### config.mk
export PLATFORM = sky130hd
export DESIGN_NAME = fp_add_arbiter_flat
export DESIGN_NICKNAME = d
export VERILOG_FILES = /design/src/rtl/fp_add_arbiter_if.sv /design/src/rtl/fp_add_arbiter.sv /design/src/flat_wrapper.sv
export SDC_FILE = /design/constraint.sdc
export NUM_CORES = 1
export LEC_CHECK = 0
export ABC_CLOCK_PERIOD_IN_PS = 3800
export BUFFER_PORTS_ARGS = -buffer_cell sky130_fd_sc_hd__buf_4
export CAP_MARGIN = 20
export CORE_MARGIN = 3
export CORE_UTILIZATION = 46
export CTS_BUF_LIST = sky130_fd_sc_hd__clkbuf_8
export CTS_CLUSTER_SIZE = 12
export DETAILED_ROUTE_END_ITERATION = 8
export PLACE_DENSITY = 0.82
export SETUP_SLACK_MARGIN = 0.4
export SLEW_MARGIN = 10
export SYNTH_ARGS = -nofsm -noshare
export SYNTH_HDL_FRONTEND = slang
export SYNTH_SLANG_ARGS = --single-unit
### constraint.sdc
create_clock -name clk -period 3.8 [get_ports clk]
set_input_delay 0.19 -clock clk [delete_from_list [all_inputs] [get_ports clk]]
set_output_delay 0.19 -clock clk [all_outputs]
set_load 0.1 [all_outputs]
### src/rtl/fp_add_arbiter_if.sv
// ----------------------------------------------------------------------------
// fp_add_arbiter_if
// Purpose : bundles the requester, shared-adder and response signals of the
//           two-requester floating-point adder arbiter.
// Signals : req0_* / req1_*  operand pair handshake for each requester
//           add_a / add_b    registered operands driven to the shared adder
//           add_z            combinational sum returned by the adder
//           rsp_*            result handshake towards the consumer
//           busy             arbiter not idle
// Modports: slave  - the arbiter itself
//           master - the surrounding environment (requesters, adder, consumer)
// ----------------------------------------------------------------------------
interface fp_add_arbiter_if;
  logic        req0_valid;
  logic [31:0] req0_a;
  logic [31:0] req0_b;
  logic        req0_ready;

  logic        req1_valid;
  logic [31:0] req1_a;
  logic [31:0] req1_b;
  logic        req1_ready;

  logic [31:0] add_a;
  logic [31:0] add_b;
  logic [31:0] add_z;

  logic        rsp_valid;
  logic [31:0] rsp_z;
  logic        rsp_id;
  logic        rsp_ready;

  logic        busy;

  modport slave (
    input  req0_valid, req0_a, req0_b,
    output req0_ready,
    input  req1_valid, req1_a, req1_b,
    output req1_ready,
    output add_a, add_b,
    input  add_z,
    output rsp_valid, rsp_z, rsp_id,
    input  rsp_ready,
    output busy
  );

  modport master (
    output req0_valid, req0_a, req0_b,
    input  req0_ready,
    output req1_valid, req1_a, req1_b,
    input  req1_ready,
    input  add_a, add_b,
    output add_z,
    input  rsp_valid, rsp_z, rsp_id,
    output rsp_ready,
    input  busy
  );
endinterface

### src/rtl/fp_add_arbiter.sv
// ----------------------------------------------------------------------------
// fp_add_arbiter
// Purpose : shares one external IEEE-754 single-precision adder between two
//           requesters. A round-robin grant picks one operand pair in IDLE,
//           drives it to the adder from registers, waits ADD_LAT cycles,
//           captures the raw sum and holds it until the consumer takes it.
// Ports   : clk  - sole clock, rising edge
//           rst  - asynchronous active-high reset
//           bus  - fp_add_arbiter_if.slave (requesters, adder, response, busy)
// Params  : ADD_LAT - cycles from operand drive to sum capture, 1..15
// ----------------------------------------------------------------------------
module fp_add_arbiter #(
  parameter int ADD_LAT = 1
) (
  input  logic              clk,
  input  logic              rst,
  fp_add_arbiter_if.slave   bus
);

  typedef enum logic [1:0] {
    IDLE  = 2'd0,
    ISSUE = 2'd1,
    HOLD  = 2'd2
  } state_t;

  // Counter value at which the adder output is considered settled.
  localparam logic [3:0] LAT_LAST = 4'(ADD_LAT - 1);

  state_t      state_r;
  state_t      state_next_s;

  logic        last_r;      // most recently granted requester
  logic [3:0]  cnt_r;       // cycles spent in ISSUE
  logic [31:0] add_a_r;
  logic [31:0] add_b_r;
  logic [31:0] rsp_z_r;
  logic        rsp_id_r;
  logic        rsp_valid_r;
  logic        busy_r;

  logic        grant_s;     // requester index that would win in IDLE
  logic        ready0_s;
  logic        ready1_s;
  logic        accept_s;
  logic        done_s;

  // Round-robin choice: a lone requester wins, a tie goes to the one not served last.
  always_comb begin
    grant_s = 1'b0;
    if (bus.req0_valid && bus.req1_valid) begin
      grant_s = ~last_r;
    end else if (bus.req1_valid) begin
      grant_s = 1'b1;
    end else begin
      grant_s = 1'b0;
    end
  end

  // Ready is only offered in IDLE and only to the granted requester; rst masks
  // it because the async reset alone would leave IDLE's grant visible.
  always_comb begin
    ready0_s = 1'b0;
    ready1_s = 1'b0;
    if (!rst && (state_r == IDLE)) begin
      ready0_s = bus.req0_valid && !grant_s;
      ready1_s = bus.req1_valid &&  grant_s;
    end else begin
      ready0_s = 1'b0;
      ready1_s = 1'b0;
    end
  end

  assign accept_s = ready0_s | ready1_s;
  assign done_s   = (state_r == ISSUE) && (cnt_r == LAT_LAST);

  // Next-state decode for the IDLE -> ISSUE -> HOLD cycle.
  always_comb begin
    state_next_s = state_r;
    case (state_r)
      IDLE: begin
        if (accept_s) begin
          state_next_s = ISSUE;
        end else begin
          state_next_s = IDLE;
        end
      end
      ISSUE: begin
        if (done_s) begin
          state_next_s = HOLD;
        end else begin
          state_next_s = ISSUE;
        end
      end
      HOLD: begin
        // No bypass back into a grant: the next accept is one edge later.
        if (bus.rsp_ready) begin
          state_next_s = IDLE;
        end else begin
          state_next_s = HOLD;
        end
      end
      default: begin
        state_next_s = IDLE;
      end
    endcase
  end

  // State register.
  always_ff @(posedge clk or posedge rst) begin
    if (rst) begin
      state_r <= IDLE;
    end else begin
      state_r <= state_next_s;
    end
  end

  // Operand launch, latency counting, result capture and response handshake.
  always_ff @(posedge clk or posedge rst) begin
    if (rst) begin
      last_r      <= 1'b1;   // requester 0 wins the first tie
      cnt_r       <= 4'd0;
      add_a_r     <= 32'd0;
      add_b_r     <= 32'd0;
      rsp_z_r     <= 32'd0;
      rsp_id_r    <= 1'b0;
      rsp_valid_r <= 1'b0;
    end else begin
      if (accept_s) begin
        add_a_r  <= grant_s ? bus.req1_a : bus.req0_a;
        add_b_r  <= grant_s ? bus.req1_b : bus.req0_b;
        rsp_id_r <= grant_s;
        last_r   <= grant_s;
        cnt_r    <= 4'd0;
      end else if (state_r == ISSUE) begin
        if (done_s) begin
          // Raw adder bits, no post-processing.
          rsp_z_r     <= bus.add_z;
          rsp_valid_r <= 1'b1;
        end else begin
          // Stops at LAT_LAST, so it cannot wrap for any legal ADD_LAT.
          cnt_r <= cnt_r + 4'd1;
        end
      end else if ((state_r == HOLD) && bus.rsp_ready) begin
        rsp_valid_r <= 1'b0;
      end else begin
        rsp_valid_r <= rsp_valid_r;
      end
    end
  end

  // Busy follows the state being entered so it is a clean register output.
  always_ff @(posedge clk or posedge rst) begin
    if (rst) begin
      busy_r <= 1'b0;
    end else begin
      busy_r <= (state_next_s != IDLE);
    end
  end

  assign bus.req0_ready = ready0_s;
  assign bus.req1_ready = ready1_s;
  assign bus.add_a      = add_a_r;
  assign bus.add_b      = add_b_r;
  assign bus.rsp_valid  = rsp_valid_r;
  assign bus.rsp_z      = rsp_z_r;
  assign bus.rsp_id     = rsp_id_r;
  assign bus.busy       = busy_r;

endmodule

### src/flat_wrapper.sv
// flat-port wrapper written by rule: the top's interface ports become plain ports
module fp_add_arbiter_flat 
#(
  parameter int ADD_LAT = 1
)
  (clk, rst, bus_req0_valid, bus_req0_a, bus_req0_b, bus_req0_ready, bus_req1_valid, bus_req1_a, bus_req1_b, bus_req1_ready, bus_add_a, bus_add_b, bus_add_z, bus_rsp_valid, bus_rsp_z, bus_rsp_id, bus_rsp_ready, bus_busy);
  fp_add_arbiter_if bus_i ();
  input  logic clk;
  input  logic rst;
  input wire logic [$bits(bus_i.req0_valid)-1:0] bus_req0_valid;
  input wire logic [$bits(bus_i.req0_a)-1:0] bus_req0_a;
  input wire logic [$bits(bus_i.req0_b)-1:0] bus_req0_b;
  output wire logic [$bits(bus_i.req0_ready)-1:0] bus_req0_ready;
  input wire logic [$bits(bus_i.req1_valid)-1:0] bus_req1_valid;
  input wire logic [$bits(bus_i.req1_a)-1:0] bus_req1_a;
  input wire logic [$bits(bus_i.req1_b)-1:0] bus_req1_b;
  output wire logic [$bits(bus_i.req1_ready)-1:0] bus_req1_ready;
  output wire logic [$bits(bus_i.add_a)-1:0] bus_add_a;
  output wire logic [$bits(bus_i.add_b)-1:0] bus_add_b;
  input wire logic [$bits(bus_i.add_z)-1:0] bus_add_z;
  output wire logic [$bits(bus_i.rsp_valid)-1:0] bus_rsp_valid;
  output wire logic [$bits(bus_i.rsp_z)-1:0] bus_rsp_z;
  output wire logic [$bits(bus_i.rsp_id)-1:0] bus_rsp_id;
  input wire logic [$bits(bus_i.rsp_ready)-1:0] bus_rsp_ready;
  output wire logic [$bits(bus_i.busy)-1:0] bus_busy;
  assign bus_i.req0_valid = bus_req0_valid;
  assign bus_i.req0_a = bus_req0_a;
  assign bus_i.req0_b = bus_req0_b;
  assign bus_req0_ready = bus_i.req0_ready;
  assign bus_i.req1_valid = bus_req1_valid;
  assign bus_i.req1_a = bus_req1_a;
  assign bus_i.req1_b = bus_req1_b;
  assign bus_req1_ready = bus_i.req1_ready;
  assign bus_add_a = bus_i.add_a;
  assign bus_add_b = bus_i.add_b;
  assign bus_i.add_z = bus_add_z;
  assign bus_rsp_valid = bus_i.rsp_valid;
  assign bus_rsp_z = bus_i.rsp_z;
  assign bus_rsp_id = bus_i.rsp_id;
  assign bus_i.rsp_ready = bus_rsp_ready;
  assign bus_busy = bus_i.busy;
  fp_add_arbiter #(.ADD_LAT(ADD_LAT)) u_core (.clk(clk), .rst(rst), .bus(bus_i));
endmodule
==> metrics.txt <==
post-layout min period between 2 and 2.5 ns; RSZ-0062 raised after global routing no; #FFs+latches synth 106; Setup crit end kind flip-flop; FF-to-FF Start u_core.state_r[1]$_DFF_PP0_; wire per inst about 17 µm; GRT Util Overall 20.1%; hold endpoint u_core.bus.rsp_valid$_DFFE_PP0P_; synth unique cells 27; CTS Buf Count 9; 1st-iter DRT viols 90; Slew Limit Fails 0; Placed Cells approximately 710; MaxCap Viol Count 0; drt first pass iters 4; FF-to-FF setup slack 1.65 ns; nets@finish around 750; antenna cells 0; Area Overhead vs Synth 46.8%; worst r2r dst u_core.bus.add_a[21]$_DFFE_PP0N_; Die W between 100 and 150 µm; worst reg2reg path depth 3; fin cells around 730; TritonCTS Sinks between 100 and 150; Root Buffer clkbuf_8; maximum root-to-sink buffer count 2; total global routing overflow 0; Worst Hold Class in -> reg; CTS tree built; synth top area cells dfrtp_1 54%, mux2_2 35%, mux2_4 3.1%; initial antenna violation count 0; Hold Crit Depth 2; Mapped Area 4890 µm²; Avg Vias per Cell roughly 5.0; Clk Latency, worst-skew pair roughly 0.36 ns; hpwl dp ~9800 µm; Synth warnings 0; Worst slew margin 33.2%; post-cts sizing count 0; async set-reset flop share out of synthesis 100%; critical path required time about 4.0 ns; Post-Synthesis Cells between 300 and 400; total wire length 12600 µm; number of synthesized flops with an enable pin 0; Die Area about 12000 µm²; status complete, no violations; Initial Util 48.6%; Mean Syn Cell Area around 15 µm²; I/O pins roughly 270; Startpoint Class input port; largest net degree at the start of global routing 87; clock skew 0.0119 ns; Core Region about 10000 µm²; final setup vio count 0; ys flop type dfrtp_1; antenna viol nets, final 0; CP Max Fanout 68; setup tns final 0 ns; largest area contributor in the netlist dfrtp_1; RePlAce Congestion between 0.7 and 0.8; WS Path Type in -> reg; Slew @ Worst Pin between 1 and 1.5 ns; Final Hold Vio Count 0; Setup WS post-layout between 1.5 and 2 ns; Critical Path AT roughly 2.4 ns; top cell type's share of synthesized area ~54%; Post-Syn Nets slightly below 500; DRC violations left 0; Final period util between 50% and 60%; clk slew on worst S/H paths approximately 0.1 ns; share of cells above drive strength 1 between 70% and 80%; die height between 100 and 150 µm; Hold Crit Start bus_rsp_ready; Port Buffer Count between 200 and 300; DR vias roughly 3600; maximum clock frequency around 460 MHz; first-pass GRT wire length 18300 µm; CP startpoint rst; worst slack at placement 1.66 ns; register area share after synthesis between 50 and 60%; vias in the first global route 3701; CTS H-tree depth 3; Rows 36
## flip-flops by register name (all words and copies together) (netlist names)
| signal | flops |
|---|---|
| u_core.bus.add_a | 32 |
| u_core.bus.add_b | 32 |
| u_core.bus.busy | 1 |
| u_core.bus.rsp_id | 1 |
| u_core.bus.rsp_valid | 1 |
| u_core.bus.rsp_z | 32 |
| u_core.cnt_r | 4 |
| u_core.last_r | 1 |
| u_core.state_r | 2 |
## worst max-delay path by stage
stage / end / slack [ns] / depth (start not counted)
2_1_floorplan: u_core.bus.add_a[0]$_DFFE_PP0N_ / 0.82 / 1
6_report: u_core.bus.add_a[21]$_DFFE_PP0N_ / 1.64 / 5
3_3_place_gp: u_core.bus.add_a[23]$_DFFE_PP0N_ / 1.70 / 4
5_1_grt: u_core.bus.add_a[27]$_DFFE_PP0N_ / 1.51 / 3
4_1_cts: bus_req1_ready / 1.63 / 3
3_5_place_dp: u_core.bus.add_a[25]$_DFFE_PP0N_ / 1.66 / 4
## placed cells by master, fill, tap and decap left out, types with 2 or more instances in the layout
master / n
clkbuf_8: 11
nand3_1: 4
a21o_1: 2
inv_1: 4
dfrtp_1: 105
inv_6: 2
buf_4: 266
clkinv_2: 2
o21ai_0: 5
mux2_4: 10
mux2_2: 150
nand2_1: 2
a31oi_1: 2
ha_1: 2
a21oi_1: 6
buf_12: 2
## worst max-delay path, stage by stage
cell and delay (ns):
dlygate4sd3_1 0.55, buf_4 0.16, nor3_4 0.20, o21a_4 0.83
mux2_2 0.42
## synth_stat cells (all sizes together), types with 2 or more instances
cell type	n
a31oi	2
nand2	3
ha	2
o21ai	5
mux2	160
dfrtp	105
a21o	2
inv	5
buf	17
nand3	4
a21oi	6
## area by class of cell
type | count | area [µm²]
multi-input cells | 196 | 2100
repair buffers | 269 | 2050
well taps | 133 | 166
clock inverters | 5 | 36.3
inverters | 5 | 21.3
fillers | 722 | 2870
clock buffers | 11 | 151
flip-flops and latches | 106 | 2650
## per-stage QoR
step                instance area (µm²)  hold slack (ns)  util [%]
floorplan                          4890            0.253         -
global placement                   6950            0.400      69.2
detailed placement                 6950            0.408      69.2
CTS                                7140           0.0150      71.1
global route                       7170           0.0157      71.4
finish                             7170           0.0317      71.4
## logic make-up (layout without fill, tap and decap cells)
logic type      count (synthesis)  after routing  synth area share [%]
fa+ha+maj                       2              2                 0.512
compound gates                 17             17                  2.02
flops                         106            106                  54.3
buf+inv                        22            290                  3.15
simple gates                   17             17                  2.36
mux                           160            160                  37.6
## layer usage
| metal | track usage [%] | wire, µm |
|---|---|---|
| met1 | 20.6 | 4310 |
| met2 | 38.5 | 6970 |
| met3 | 5.45 | 1050 |
| met4 | 7.39 | 268 |
| met5 | 0 | 0 |
## repair_timing
action,4_1_cts,5_1_grt
hold endpoints to repair,0,42
hold buffers,0,1
setup buffers,0,0
endpoints found under the setup margin,0,0
Power is left out: the tool's default activity adds up to more than one toggle a clock period on the data nets, which glitch-free logic cannot reach.
